==> config.mk <==
export PLATFORM = sky130hd
export DESIGN_NAME = kbd_report_decoder
export DESIGN_NICKNAME = d
export VERILOG_FILES = /design/src/rtl/kbd_report_decoder.sv
export SDC_FILE = /design/constraint.sdc
export NUM_CORES = 1
export LEC_CHECK = 0
export CAP_MARGIN = 20
export CORE_MARGIN = 3
export CORE_UTILIZATION = 65
export DETAILED_ROUTE_END_ITERATION = 10
export GPL_ROUTABILITY_DRIVEN = 0
export PLACE_DENSITY = 0.83
export SLEW_MARGIN = 15
export SYNTH_ARGS = -nofsm -noshare
export SYNTH_HDL_FRONTEND = slang
export SYNTH_SLANG_ARGS = --single-unit
export TNS_END_PERCENT = 30
==> constraint.sdc <==
create_clock -name clk_i -period 19 [get_ports clk_i]
set_input_delay 5.7 -clock clk_i [delete_from_list [all_inputs] [get_ports clk_i]]
set_output_delay 5.7 -clock clk_i [all_outputs]
set_load 0.05 [all_outputs]
==> src/rtl/kbd_report_decoder.sv <==
// rtl/kbd_report_decoder.sv - assembles 8-byte HID boot-keyboard reports and emits newly pressed keycodes
module kbd_report_decoder #(
    parameter int HOLD_CYCLES = 4
) (
    input  logic       clk_i,
    input  logic       reset_i,
    input  logic       rx_valid_i,
    input  logic       rx_sof_i,
    input  logic [7:0] rx_data_i,
    output logic [7:0] kbd_status_o,
    output logic [7:0] kbd_data_o,
    output logic       kbd_strobe_o,
    output logic       busy_o,
    output logic       overrun_o
);

    typedef enum logic [1:0] {S_IDLE, S_CHECK, S_EMIT, S_GAP} state_e;

    localparam logic [7:0] HOLD_M1 = 8'(HOLD_CYCLES - 1);

    state_e          state_q, state_d;
    logic [2:0]      idx_q, idx_d;
    logic [7:0][7:0] rxbuf_q, rxbuf_d;
    logic [5:0][7:0] newbuf_q, newbuf_d;
    logic [5:0][7:0] prev_q, prev_d;
    logic            pending_q, pending_d;
    logic [2:0]      slot_q, slot_d;
    logic [7:0]      cnt_q, cnt_d;
    logic [7:0]      status_q, status_d;
    logic [7:0]      data_q, data_d;
    logic            strobe_q, strobe_d;
    logic            overrun_q, overrun_d;

    logic            rollover;
    logic            seen;
    logic            emit_ok;
    logic [7:0]      cur_key;

    // A report containing ErrorRollOver in any key slot carries no usable key state.
    always_comb begin
        rollover = 1'b0;
        for (int i = 2; i < 8; i++) begin
            if (rxbuf_q[i] == 8'h01) rollover = 1'b1;
        end
    end

    always_comb begin
        cur_key = newbuf_q[slot_q];
        seen    = 1'b0;
        for (int j = 0; j < 6; j++) begin
            if (prev_q[j] == cur_key) seen = 1'b1;
        end
        emit_ok = (cur_key >= 8'h04) && !seen;
    end

    always_comb begin
        state_d   = state_q;
        idx_d     = idx_q;
        rxbuf_d   = rxbuf_q;
        newbuf_d  = newbuf_q;
        prev_d    = prev_q;
        pending_d = pending_q;
        slot_d    = slot_q;
        cnt_d     = cnt_q;
        status_d  = status_q;
        data_d    = data_q;
        strobe_d  = 1'b0;
        overrun_d = 1'b0;

        // A completed report is frozen in rxbuf until the FSM takes it.
        if (rx_valid_i) begin
            if (pending_q) begin
                overrun_d = 1'b1;
            end else if (rx_sof_i) begin
                rxbuf_d[0] = rx_data_i;
                idx_d      = 3'd1;
            end else begin
                rxbuf_d[idx_q] = rx_data_i;
                idx_d          = idx_q + 3'd1;
                if (idx_q == 3'd7) pending_d = 1'b1;
            end
        end

        case (state_q)
            S_IDLE: begin
                if (pending_q) begin
                    pending_d = 1'b0;
                    if (!rollover) begin
                        newbuf_d = rxbuf_q[7:2];
                        status_d = rxbuf_q[0];
                        slot_d   = 3'd0;
                        state_d  = S_CHECK;
                    end
                end
            end
            S_CHECK: begin
                if (emit_ok) begin
                    data_d   = cur_key;
                    strobe_d = 1'b1;
                    cnt_d    = HOLD_M1;
                    state_d  = S_EMIT;
                end else if (slot_q == 3'd5) begin
                    prev_d  = newbuf_q;
                    state_d = S_IDLE;
                end else begin
                    slot_d = slot_q + 3'd1;
                end
            end
            S_EMIT: begin
                if (cnt_q == 8'd0) begin
                    data_d  = 8'h00;
                    state_d = S_GAP;
                end else begin
                    cnt_d = cnt_q - 8'd1;
                end
            end
            S_GAP: begin
                if (slot_q == 3'd5) begin
                    prev_d  = newbuf_q;
                    state_d = S_IDLE;
                end else begin
                    slot_d  = slot_q + 3'd1;
                    state_d = S_CHECK;
                end
            end
            default: state_d = S_IDLE;
        endcase
    end

    always_ff @(posedge clk_i or posedge reset_i) begin
        if (reset_i) begin
            state_q   <= S_IDLE;
            idx_q     <= 3'd0;
            rxbuf_q   <= '0;
            newbuf_q  <= '0;
            prev_q    <= '0;
            pending_q <= 1'b0;
            slot_q    <= 3'd0;
            cnt_q     <= 8'd0;
            status_q  <= 8'h00;
            data_q    <= 8'h00;
            strobe_q  <= 1'b0;
            overrun_q <= 1'b0;
        end else begin
            state_q   <= state_d;
            idx_q     <= idx_d;
            rxbuf_q   <= rxbuf_d;
            newbuf_q  <= newbuf_d;
            prev_q    <= prev_d;
            pending_q <= pending_d;
            slot_q    <= slot_d;
            cnt_q     <= cnt_d;
            status_q  <= status_d;
            data_q    <= data_d;
            strobe_q  <= strobe_d;
            overrun_q <= overrun_d;
        end
    end

    assign kbd_status_o = status_q;
    assign kbd_data_o   = data_q;
    assign kbd_strobe_o = strobe_q;
    assign overrun_o    = overrun_q;
    assign busy_o       = (state_q != S_IDLE);

endmodule
# After elaboration in Yosys (flattened, before gate mapping)
# Index checks and enable logic that the tools add are counted.
# W data, S select, Z words.
[word_totals]
ff_bits = 195
input_bits = 12
word_cells = 130
[op_classes]
n_addsub = 3
n_lt_le_gt_ge = 4
eq_ne = 24
mux = 50
bitwise = 3
n_reduce_logical = 17
[op_table]
columns = ["op", "count"]
rows = [
  ["$mux W48", 2],
  ["$pmux W48 S2", 1],
  ["$bwmux W64", 1],
  ["$mux W8", 7],
  ["$eq A8 B1 Y1 const B", 6],
  ["$eq A8 B8 Y1", 6],
  ["$pmux W8 S2", 2],
  ["$bmux W8 S3", 1],
  ["$demux W8 S3", 1],
  ["$mux W1", 23],
  ["$mux W3", 5],
  ["$ne A2 B2 Y1 const B", 6],
  ["$reduce_and A3 Y1", 4],
  ["$mux W2", 5],
  ["$pmux W3 S3", 1],
  ["$ge A8 B3 Y1 const B", 1],
  ["$logic_not A8 Y1", 1],
  ["$lt A3 B4 Y1 const B", 2],
  ["$pmux W2 S4", 1],
  ["$reduce_and A4 Y1", 2],
  ["$sub A8 B1 Y8 const B", 1],
  ["$add A3 B1 Y3 const B", 2],
  ["$eq A3 B3 Y1 const B", 2],
  ["$reduce_bool A2 Y1", 3],
  ["10 further kinds", 15],
]

# Longest topological paths before layout
# Gate-level depths: netlist of the first run.
[logic_depth]
ltp_word = 13
depth_mapped = 15
ltp_nobuf = 8

# Least setup slack after synthesis of the first run
# Ideal clock, no wire load.
[synth_timing]
kind = "input-to-reg"
startpoint = "in rx_sof_i"
endpoint = "reg rxbuf_q[32] in the netlist's numbering"
setup_ns = 0.125
arrival_ns = 7.116
required_ns = 18.875
slack_ns = 11.759
path_stages = 3
cell_sequence = "nand2b_1 -> nor4_1 -> mux2_2"
[synth_between]
elab_chain_cells = 2
[synth_rtl]
columns = ["item", "line", "rtl"]
rows = [
  ["from (decl)", "8", "input logic rx_sof_i,"],
  ["$not A1 Y1 (no source line)", "--", ""],
  ["$reduce_and A3 Y1 (no source line)", "--", ""],
  ["to (signal assigned)", "147", "rxbuf_q <= rxbuf_d;"],
  ["to (decl)", "23", "logic [7:0][7:0] rxbuf_q, rxbuf_d;"],
]
# No other way between the ends.
# A chain may end at the register's enable or synchronous reset.

# Worst setup path after layout of the first run
[layout_timing]
startpoint = "reg state_q[0]"
endpoint = "out busy_o"
[layout_between]
elab_chain_cells = 1
[layout_rtl]
columns = ["item", "line", "rtl"]
rows = [
  ["from (decl)", "21", "state_e state_q, state_d;"],
  ["from (signal assigned)", "145", "state_q <= state_d;"],
  ["$reduce_bool A2 Y1", "164", "assign busy_o = (state_q != S_IDLE);"],
  ["to (decl)", "13", "output logic busy_o,"],
]
# No other way between the ends.

==> results.yml, run 1 <==
outcome:
  status: "finished clean"
route:
  wl_um: 22500
  drc: 0
  vias: 6472
  antenna_left: 0
  first_pass_iters: 5
  vias_per_cell: 6.59
  drt_iter0_drc: 544
  wl_per_cell_um: 22.9
setup_path:
  r2r_start: "slot_q[2]"
  reg2reg_depth: 10
  cp-end-kind: "output pin"
  worst_path_largest_cell_delay_ns: 0.73
  crit_chain: "or2_2 > clkdlybuf4s50_1"
  startpoint_type: "register"
  critical_path_depth: 2
  worstPathArrival_ns: 2.05
  cp_slowest_cell: "clkdlybuf4s50_1"
  crit_start: "state_q[0]"
  crit_family: "buffers and inverters"
  endpoint: "busy_o"
  crit_buf_inv: 1
  rrSetupSlack_ns: 14.50
  worstPathRequired_ns: 13.30
  crit_type: "register to output pin"
  cp_max_fo: 7
  worstReg2RegEnd: "prev_q[33]"
yosys:
  seq_area_frac_synth_pct: 48.9
  ys_ff_latch: 187
  synth_nets: 790
  yosysWarnings: 0
  async_reset_ff_share_pct: 100
  post_synth.cell_area_avg_sq_um: 12.4
  synth.distinct_cells: 60
  syn_inst: 772
  synthFlopType: "dfrtp_1"
  synth_area_sq_mm: 0.00957
  synth_edf_count: 0
power:
  ir_drop_mv: 0.106
  p_total_mw: 1.61
  p_leak_nw: 4.97
  cellPowerDensity_mw_per_mm2: 152
cells_and_area:
  syn2layout_area_growth_pct: 10.9
  layout_common_cells: "dfrtp_1, mux2_2, mux2i_1"
  drive_gt1_share_pct: 28.4
  final_common_cell: "dfrtp_1"
  fillers: 878
  antennaDiodeCount: 0
  nets: 808
sta:
  drv_slew: 0
  hold_viol_final: 0
  fin_ws_ns: 11.25
  relSlewSlack_pct: 39.6
  finalCriticalPeriod_ns: 7.75
  worstMarginPinSlew_ns: 0.881
  min_period_over_period_pct: 40.8
  worst_hold_slack_ns: 0.506
  skew_ns: 0.00878
  setup_viol: 0
  rsz0062_at_grt: "false"
  max_freq_mhz: 129
  fin_setup_tns_ns: 0
placement:
  port_buffers: 30
  hpwl_um: 15600
  pre_cts_slack_ns: 10.71
clock_network:
  h-tree-depth: 4
  clk_pin_slew_ns: 0.07
  post_cts_resized: 0
  numClockSinks: 187
  clockBufferDepth: 2
  cts_tree: "done"
  insertion_delay_ns: 0.43
  cts_buffers: 17
  ctsRootBufferMaster: "clkbuf_16"
  ctsHoldBuffers: 0
  post_cts.repair.setup_buffers: 0
global_route:
  first_global_vias: 6649
  antenna_found_initial: 0
  grt_pass1_wl_um: 36200
  grt-ovfl-total: 0
  grt_max_degree: 88
  grt.total_usage_pct: 28.8
floorplan:
  start_util_pct: 67.7
  die_w_um: 127
  rows: 43
  design.core.area_sq_mm: 0.0141
  pin_count: 31
  die_h_um: 127
  die_area_sq_mm: 0.0162
flow_run:
  drv_cap: 0
hold_path:
  min_path_type: "register to register"
sequential cells by signal (all words and copies together) (netlist names), named ones only:
| name | count |
|---|---|
| kbd_status_o | 8 |
| rxbuf_q | 56 |
| overrun_o | 1 |
| cnt_q | 8 |
| state_q | 1 |
| kbd_data_o | 8 |
| pending_q | 1 |
| slot_q | 3 |
| kbd_strobe_o | 1 |
| newbuf_q | 48 |
| idx_q | 3 |
| prev_q | 48 |
how the worst min path moves through the flow:
stage                     from               to  depth (start not counted)
CTS                 rxbuf_q[7]       rxbuf_q[7]                          1
floorplan           rxbuf_q[0]  kbd_status_o[0]                          1
global placement    rxbuf_q[6]       rxbuf_q[6]                          1
finish              rxbuf_q[6]       rxbuf_q[6]                          1
detailed placement  rxbuf_q[7]       rxbuf_q[7]                          1
global route        rxbuf_q[6]       rxbuf_q[6]                          1
through the flow:
step                      utilization [%]  instance area, sq um  cells
after floorplan                         -                  9570    772
after global placement               70.6                 10000    950
after detailed placement             70.6                 10000    950
after CTS                            75.0                 10600    981
after global routing                 75.0                 10600    982
final                                75.0                 10600    982
report_power, final:
group	internal (mW)	leakage, nW	switching, mW
registers	0.504	2.50	0.108
clock network	0.211	0.298	0.160
logic	0.276	2.18	0.356
layout make-up:
| type | instances | area [sq um] | area share, % |
|---|---|---|---|
| flip-flops and latches | 187 | 4680 | 44.1 |
| multi-input cells | 532 | 4660 | 43.9 |
| clock buffers | 18 | 429 | 4.04 |
| repair buffers | 42 | 388 | 3.65 |
| well taps | 180 | 225 | 2.12 |
| clock inverters | 13 | 185 | 1.74 |
| inverters | 10 | 42.5 | 0.401 |
routing by layer:
metal	vias up	share of wire [%]	global-route usage [%]
met3	55	5.9	6.27
met5	-	0	0
met4	0	3.0	10.5
li1	2859	-	-
met1	3349	41	38.1
met2	209	50	47.3
synthesized netlist by cell type (12+ instances only):
library cell / instances / share of area (%)
dfrtp_1: 187 / 49
mux2_2: 146 / 17
mux2i_1: 41 / 4.3
xnor2_1: 38 / 3.5
nand2_1: 33 / 1.3
clkbuf_1: 26 / 1.0
mux2_4: 22 / 3.5
nor2_1: 21 / 0.82
nor3b_1: 21 / 1.6
o21ai_0: 21 / 1.1
nor3_1: 19 / 0.99
xor2_1: 13 / 1.2
nor2b_1: 12 / 0.78
nor4_1: 12 / 0.78
logic make-up (layout without fill, tap and decap cells):
logic type | after synthesis | after routing | synth area share [%]
muxes | 213 | 213 | 25.6
xor gates and xnor gates | 51 | 51 | 4.67
DFF | 187 | 187 | 48.9
and+or+nand+nor | 181 | 181 | 11.1
AOI/OAI and AO/OA | 81 | 81 | 6.35
adders and majority gates | 6 | 6 | 0.784
buffers and inverters | 53 | 83 | 2.65
(Power assumes the default switching activity.)
==> run 2, diff against run 1 <==
--- a/config.mk
+++ b/config.mk
@@ -7,10 +7,10 @@
 export LEC_CHECK = 0
 export CAP_MARGIN = 20
 export CORE_MARGIN = 3
-export CORE_UTILIZATION = 65
+export CORE_UTILIZATION = 62
 export DETAILED_ROUTE_END_ITERATION = 10
 export GPL_ROUTABILITY_DRIVEN = 0
-export PLACE_DENSITY = 0.83
+export PLACE_DENSITY = 0.79
 export SLEW_MARGIN = 15
 export SYNTH_ARGS = -nofsm -noshare
 export SYNTH_HDL_FRONTEND = slang
==> constraint.sdc (replaced) <==
create_clock -name clk_i -period 7.2 [get_ports clk_i]
set_input_delay 2.16 -clock clk_i [delete_from_list [all_inputs] [get_ports clk_i]]
set_output_delay 2.16 -clock clk_i [all_outputs]
set_load 0.05 [all_outputs]
==> run 2 against run 1 <==
Compared with the run above:
- power rose to 2.6 times the previous value
- flip-flop and latch count unchanged
- cell count is 0.61% higher
- non-clock buffer count is 1 higher
- global-route usage down 0.79 points
- clock skew up 0.00069 ns
- critical path depth rose by 9
- via count is 1.3% lower
- clock power increased by 150%
- sequential share of layout area is essentially flat
- largest cell class unchanged
- largest power group is now registers
==> results.yml, run 2 (synthesized netlist as in run 1, its figures left out) <==
placement:
  hpwl_um: 15600
  dpl-instance-area_sq_mm: 0.0100
  dp_cells: 952
  port_buffers: 30
clock_network:
  numClockSinks: 187
  ctsRootBufferMaster: "clkbuf_16"
  cts_buffers: 17
  post_cts.repair.setup_buffers: 0
  post_cts_resized: 0
  ctsHoldBuffers: 0
  insertion_delay_ns: 0.44
  clockBufferDepth: 2
  cts_tree: "done"
  h-tree-depth: 4
  clk_pin_slew_ns: 0.07
sta:
  skew_ns: 0.00947
  worst_hold_slack_ns: 0.506
  max_freq_mhz: 207
  rsz0062_at_grt: "false"
  setup_viol: 0
  relSlewSlack_pct: 33.8
  worstMarginPinSlew_ns: 0.992
  min_period_over_period_pct: 67.0
  fin_setup_tns_ns: 0
  finalCriticalPeriod_ns: 4.82
  hold_viol_final: 0
  drv_slew: 0
power:
  p_leak_nw: 4.97
  ir_drop_mv: 0.247
  cellPowerDensity_mw_per_mm2: 394
route:
  drt_iter0_drc: 590
  drc: 0
  wl_um: 22500
  vias_per_cell: 6.47
  antenna_left: 0
  vias: 6388
  first_pass_iters: 7
  wl_per_cell_um: 22.7
cells_and_area:
  syn2layout_area_growth_pct: 10.9
  utilization_pct: 71.7
  drive_gt1_share_pct: 28.5
  final_common_cell: "dfrtp_1"
  fillers: 985
  postLayoutCellArea_sq_mm: 0.0106
  largest_register: "rxbuf_q"
  top_regs: "rxbuf_q: 56 flops, newbuf_q: 48 flops, prev_q: 48 flops"
  layout_common_cells: "dfrtp_1, mux2_2, mux2i_1"
  nets: 809
  largest_reg_flops: 56
  fin_cells: 988
  antennaDiodeCount: 0
setup_path:
  cp-end-kind: "register"
  startpoint_type: "register"
  endpoint: "prev_q[34]"
  r2r_start: "slot_q[1]"
  crit_type: "register to register"
  worstPathArrival_ns: 5.15
  worstPathRequired_ns: 7.52
  reg2reg_depth: 11
  worstReg2RegEnd: "prev_q[34]"
  cp_max_fo: 27
  crit_start: "slot_q[1]"
  rrSetupSlack_ns: 2.38
floorplan:
  die_h_um: 130
  pin_count: 31
  die_w_um: 130
  rows: 44
  design.core.area_sq_mm: 0.0148
  die_area_sq_mm: 0.0170
  start_util_pct: 64.7
flow_run:
  drv_cap: 0
global_route:
  grt_pass1_wl_um: 36100
  antenna_found_initial: 0
  grt-ovfl-total: 0
  first_global_vias: 6502
  grt_max_degree: 188
  grt.total_usage_pct: 28.0
hold_path:
  min_path_type: "register to register"
outcome:
  status: "finished clean"
-- run 2: cell types whose count changed in the layout (fill, tap and decap cells not counted), sizes merged --
cell / before / now
clkinvlp: 1 / 2
clkinv: 3 / 2
inv: 16 / 15
clkbuf: 18 / 24
bufinv: 3 / 1
buf: 12 / 11
-- run 2: per-layer routing --
metal | GRT usage, % | share of wire, % | up-vias
li1 | - | - | 2852
met1 | 37.0 | 43 | 3288
met2 | 46.8 | 50 | 200
met3 | 4.83 | 4.2 | 48
met4 | 10.6 | 2.8 | 0
met5 | 0 | 0 | -
-- run 2: critical path, stage by stage (launching register included) --
cell and delay [ns]:
dfrtp_1 0.71, buf_4 0.42, mux2i_1 0.74, mux2i_1 0.27, o2111ai_1 0.14, o2111ai_1 0.14
nor4_1 0.11, or4_1 0.67, o2111ai_4 0.50, buf_16 0.24, buf_4 0.35, mux2_2 0.38
-- run 2: how the worst min path moves through the flow --
stage                     from              end  slack [ns]  cells after the start
6_report            rxbuf_q[2]  kbd_status_o[2]        0.51                      1
5_1_grt        kbd_status_o[2]  kbd_status_o[2]        0.54                      1
4_1_cts             rxbuf_q[2]       rxbuf_q[2]        0.51                      1
3_5_place_dp        rxbuf_q[3]       rxbuf_q[3]        0.49                      1
3_3_place_gp        rxbuf_q[2]  kbd_status_o[2]        0.48                      1
2_1_floorplan       rxbuf_q[0]  kbd_status_o[0]        0.47                      1
-- run 2: layout make-up --
class / count / area, sq um / share of cell area, %
sequential: 187 / 4680 / 44.1
clock buffer: 22 / 474 / 4.47
inverter: 10 / 41.3 / 0.389
tap: 184 / 230 / 2.17
multi-input combinational: 532 / 4660 / 43.9
clock inverter: 10 / 103 / 0.966
timing repair buffer: 43 / 423 / 3.98
-- run 2: power by group --
group,internal [mW],leakage [nW],switching [mW]
clock network,0.511,0.284,0.410
logic,0.728,2.19,0.879
registers,1.33,2.50,0.321
-- run 2: metrics by stage --
| stage | setup slack [ns] | total power [mW] |
|---|---|---|
| after floorplan | 2.63 | 2.77 |
| after global placement | 2.10 | 3.16 |
| after detailed placement | 1.99 | 3.24 |
| after CTS | 1.97 | 4.17 |
| after global routing | 2.14 | 4.40 |
| final | 2.38 | 4.18 |
==> run 3, diff against run 2 <==
--- a/config.mk
+++ b/config.mk
@@ -7,10 +7,10 @@
 export LEC_CHECK = 0
 export CAP_MARGIN = 20
 export CORE_MARGIN = 3
-export CORE_UTILIZATION = 62
+export CORE_UTILIZATION = 56
 export DETAILED_ROUTE_END_ITERATION = 10
 export GPL_ROUTABILITY_DRIVEN = 0
-export PLACE_DENSITY = 0.79
+export PLACE_DENSITY = 0.76
 export SLEW_MARGIN = 15
 export SYNTH_ARGS = -nofsm -noshare
 export SYNTH_HDL_FRONTEND = slang
==> constraint.sdc (replaced) <==
create_clock -name clk_i -period 4.2 [get_ports clk_i]
set_input_delay 1.26 -clock clk_i [delete_from_list [all_inputs] [get_ports clk_i]]
set_output_delay 1.26 -clock clk_i [all_outputs]
set_load 0.05 [all_outputs]
==> run 3 against run 2 <==
Compared with the run above:
- sequential share of layout area down 0.83 points
- fmax grew 24%
- flip-flop and latch count unchanged
- combinational power increased by 81%
- setup slack worse by 2.1 ns
- final area grew 1.9%
- largest power group is now combinational logic
- clock skew about the same
- critical path type unchanged
- clock-buffer cell count unchanged
- core utilization is 6.7 points lower
==> results.yml, run 3 (synthesized netlist as in run 1, its figures left out) <==
sta:
  finalCriticalPeriod_ns: 3.90
  drv_slew: 0
  worst_hold_slack_ns: 0.506
  fin_setup_tns_ns: 0
  hold_viol_final: 0
  skew_ns: 0.00993
  rsz0062_at_grt: "false"
  max_freq_mhz: 256
  worstMarginPinSlew_ns: 0.827
  setup_viol: 0
  relSlewSlack_pct: 44.8
  min_period_over_period_pct: 92.9
power:
  p_leak_nw: 5.05
  ir_drop_mv: 0.480
  p_total_mw: 7.25
  cellPowerDensity_mw_per_mm2: 670
setup_path:
  reg2reg_depth: 10
  worstPathRequired_ns: 4.51
  worstPathArrival_ns: 4.21
  cp_max_fo: 36
  rrSetupSlack_ns: 0.30
  r2r_start: "slot_q[1]"
  crit_start: "slot_q[1]"
  endpoint: "prev_q[24]"
  crit_type: "register to register"
  worstReg2RegEnd: "prev_q[24]"
  cp-end-kind: "register"
  startpoint_type: "register"
global_route:
  grt.total_usage_pct: 25.7
  antenna_found_initial: 0
  grt_pass1_wl_um: 37100
  grt_max_degree: 62
  grt-ovfl-total: 0
  first_global_vias: 6696
clock_network:
  insertion_delay_ns: 0.42
  cts_tree: "done"
  post_cts_resized: 0
  ctsRootBufferMaster: "clkbuf_16"
  cts_buffers: 17
  ctsHoldBuffers: 0
  numClockSinks: 187
  post_cts.repair.setup_buffers: 0
  clk_pin_slew_ns: 0.07
  clockBufferDepth: 2
  h-tree-depth: 4
route:
  antenna_left: 0
  drc: 0
  vias_per_cell: 6.23
  drt_iter0_drc: 616
  vias: 6487
  first_pass_iters: 5
  wl_um: 22900
  wl_per_cell_um: 22.0
cells_and_area:
  drive_gt1_share_pct: 30.1
  top_regs: "rxbuf_q: 56 flops, newbuf_q: 48 flops, prev_q: 48 flops"
  nets: 827
  fin_cells: 1041
  syn2layout_area_growth_pct: 13.0
  fillers: 1193
  layout_common_cells: "dfrtp_1, mux2_2, mux2i_1"
  final_common_cell: "dfrtp_1"
  antennaDiodeCount: 0
  largest_register: "rxbuf_q"
  largest_reg_flops: 56
  utilization_pct: 65.0
placement:
  dp_cells: 1010
  port_buffers: 30
  hpwl_um: 16500
floorplan:
  die_w_um: 137
  die_area_sq_mm: 0.0187
  start_util_pct: 57.5
  pin_count: 31
  rows: 47
  design.core.area_sq_mm: 0.0166
  die_h_um: 137
hold_path:
  min_path_type: "register to register"
flow_run:
  drv_cap: 0
outcome:
  status: "finished clean"
run 3: changes by cell type in the layout (fill, tap and decap cells not counted), moves of 2 or more:
cell	before	now
buf_12	1	6
buf_4	8	25
clkbuf_2	2	0
inv_6	5	3
run 3: metal layers:
metal | global-route usage, % | routed length [um] | vias to the layer above
li1 | - | - | 2909
met1 | 35.1 | 9900 | 3316
met2 | 41.5 | 11100 | 220
met3 | 5.33 | 1250 | 42
met4 | 8.06 | 615 | 0
met5 | 0 | 0 | -
run 3: worst max-delay path: stages, from the launching register on:
cell	delay, ns
dfrtp_1	0.49
buf_12	0.23
nor2b_1	0.43
a222oi_1	0.21
buf_4	0.22
xnor2_1	0.26
nor4_1	0.09
or4_1	0.69
o2111ai_4	0.45
buf_4	0.32
mux2_2	0.36
run 3: power by group:
| part | switching, mW | internal [mW] |
|---|---|---|
| clock | 0.692 | 0.816 |
| combinational | 1.57 | 1.35 |
| sequential | 0.547 | 2.28 |
run 3: layout make-up:
type                            instances  area [sq um]  area share, %
Clock buffer                           22           474           4.38
Clock inverter                          9          77.6          0.717
Inverter                               10          41.3          0.382
Multi-Input combinational cell        532          4660           43.1
Sequential cell                       187          4680           43.3
Tap cell                              220           275           2.54
Timing Repair Buffer                   61           608           5.62
run 3: per-stage QoR:
step | area [sq um] | setup slack, ns
CTS | 10800 | 0.221
floorplan | 9580 | 0.534
global route | 10800 | 0.126
finish | 10800 | 0.298
global placement | 10300 | 0.359
detailed placement | 10300 | 0.264
run 3: worst min-delay path by stage:
| stage | startpoint | to | slack, ns | depth (start not counted) |
|---|---|---|---|---|
| 6_report | rxbuf_q[6] | kbd_status_o[6] | 0.51 | 1 |
| 5_1_grt | rxbuf_q[1] | rxbuf_q[1] | 0.53 | 1 |
| 4_1_cts | rxbuf_q[1] | kbd_status_o[1] | 0.51 | 1 |
| 3_5_place_dp | rxbuf_q[1] | kbd_status_o[1] | 0.49 | 1 |
| 3_3_place_gp | rxbuf_q[5] | kbd_status_o[5] | 0.48 | 1 |
| 2_1_floorplan | rxbuf_q[0] | kbd_status_o[0] | 0.47 | 1 |
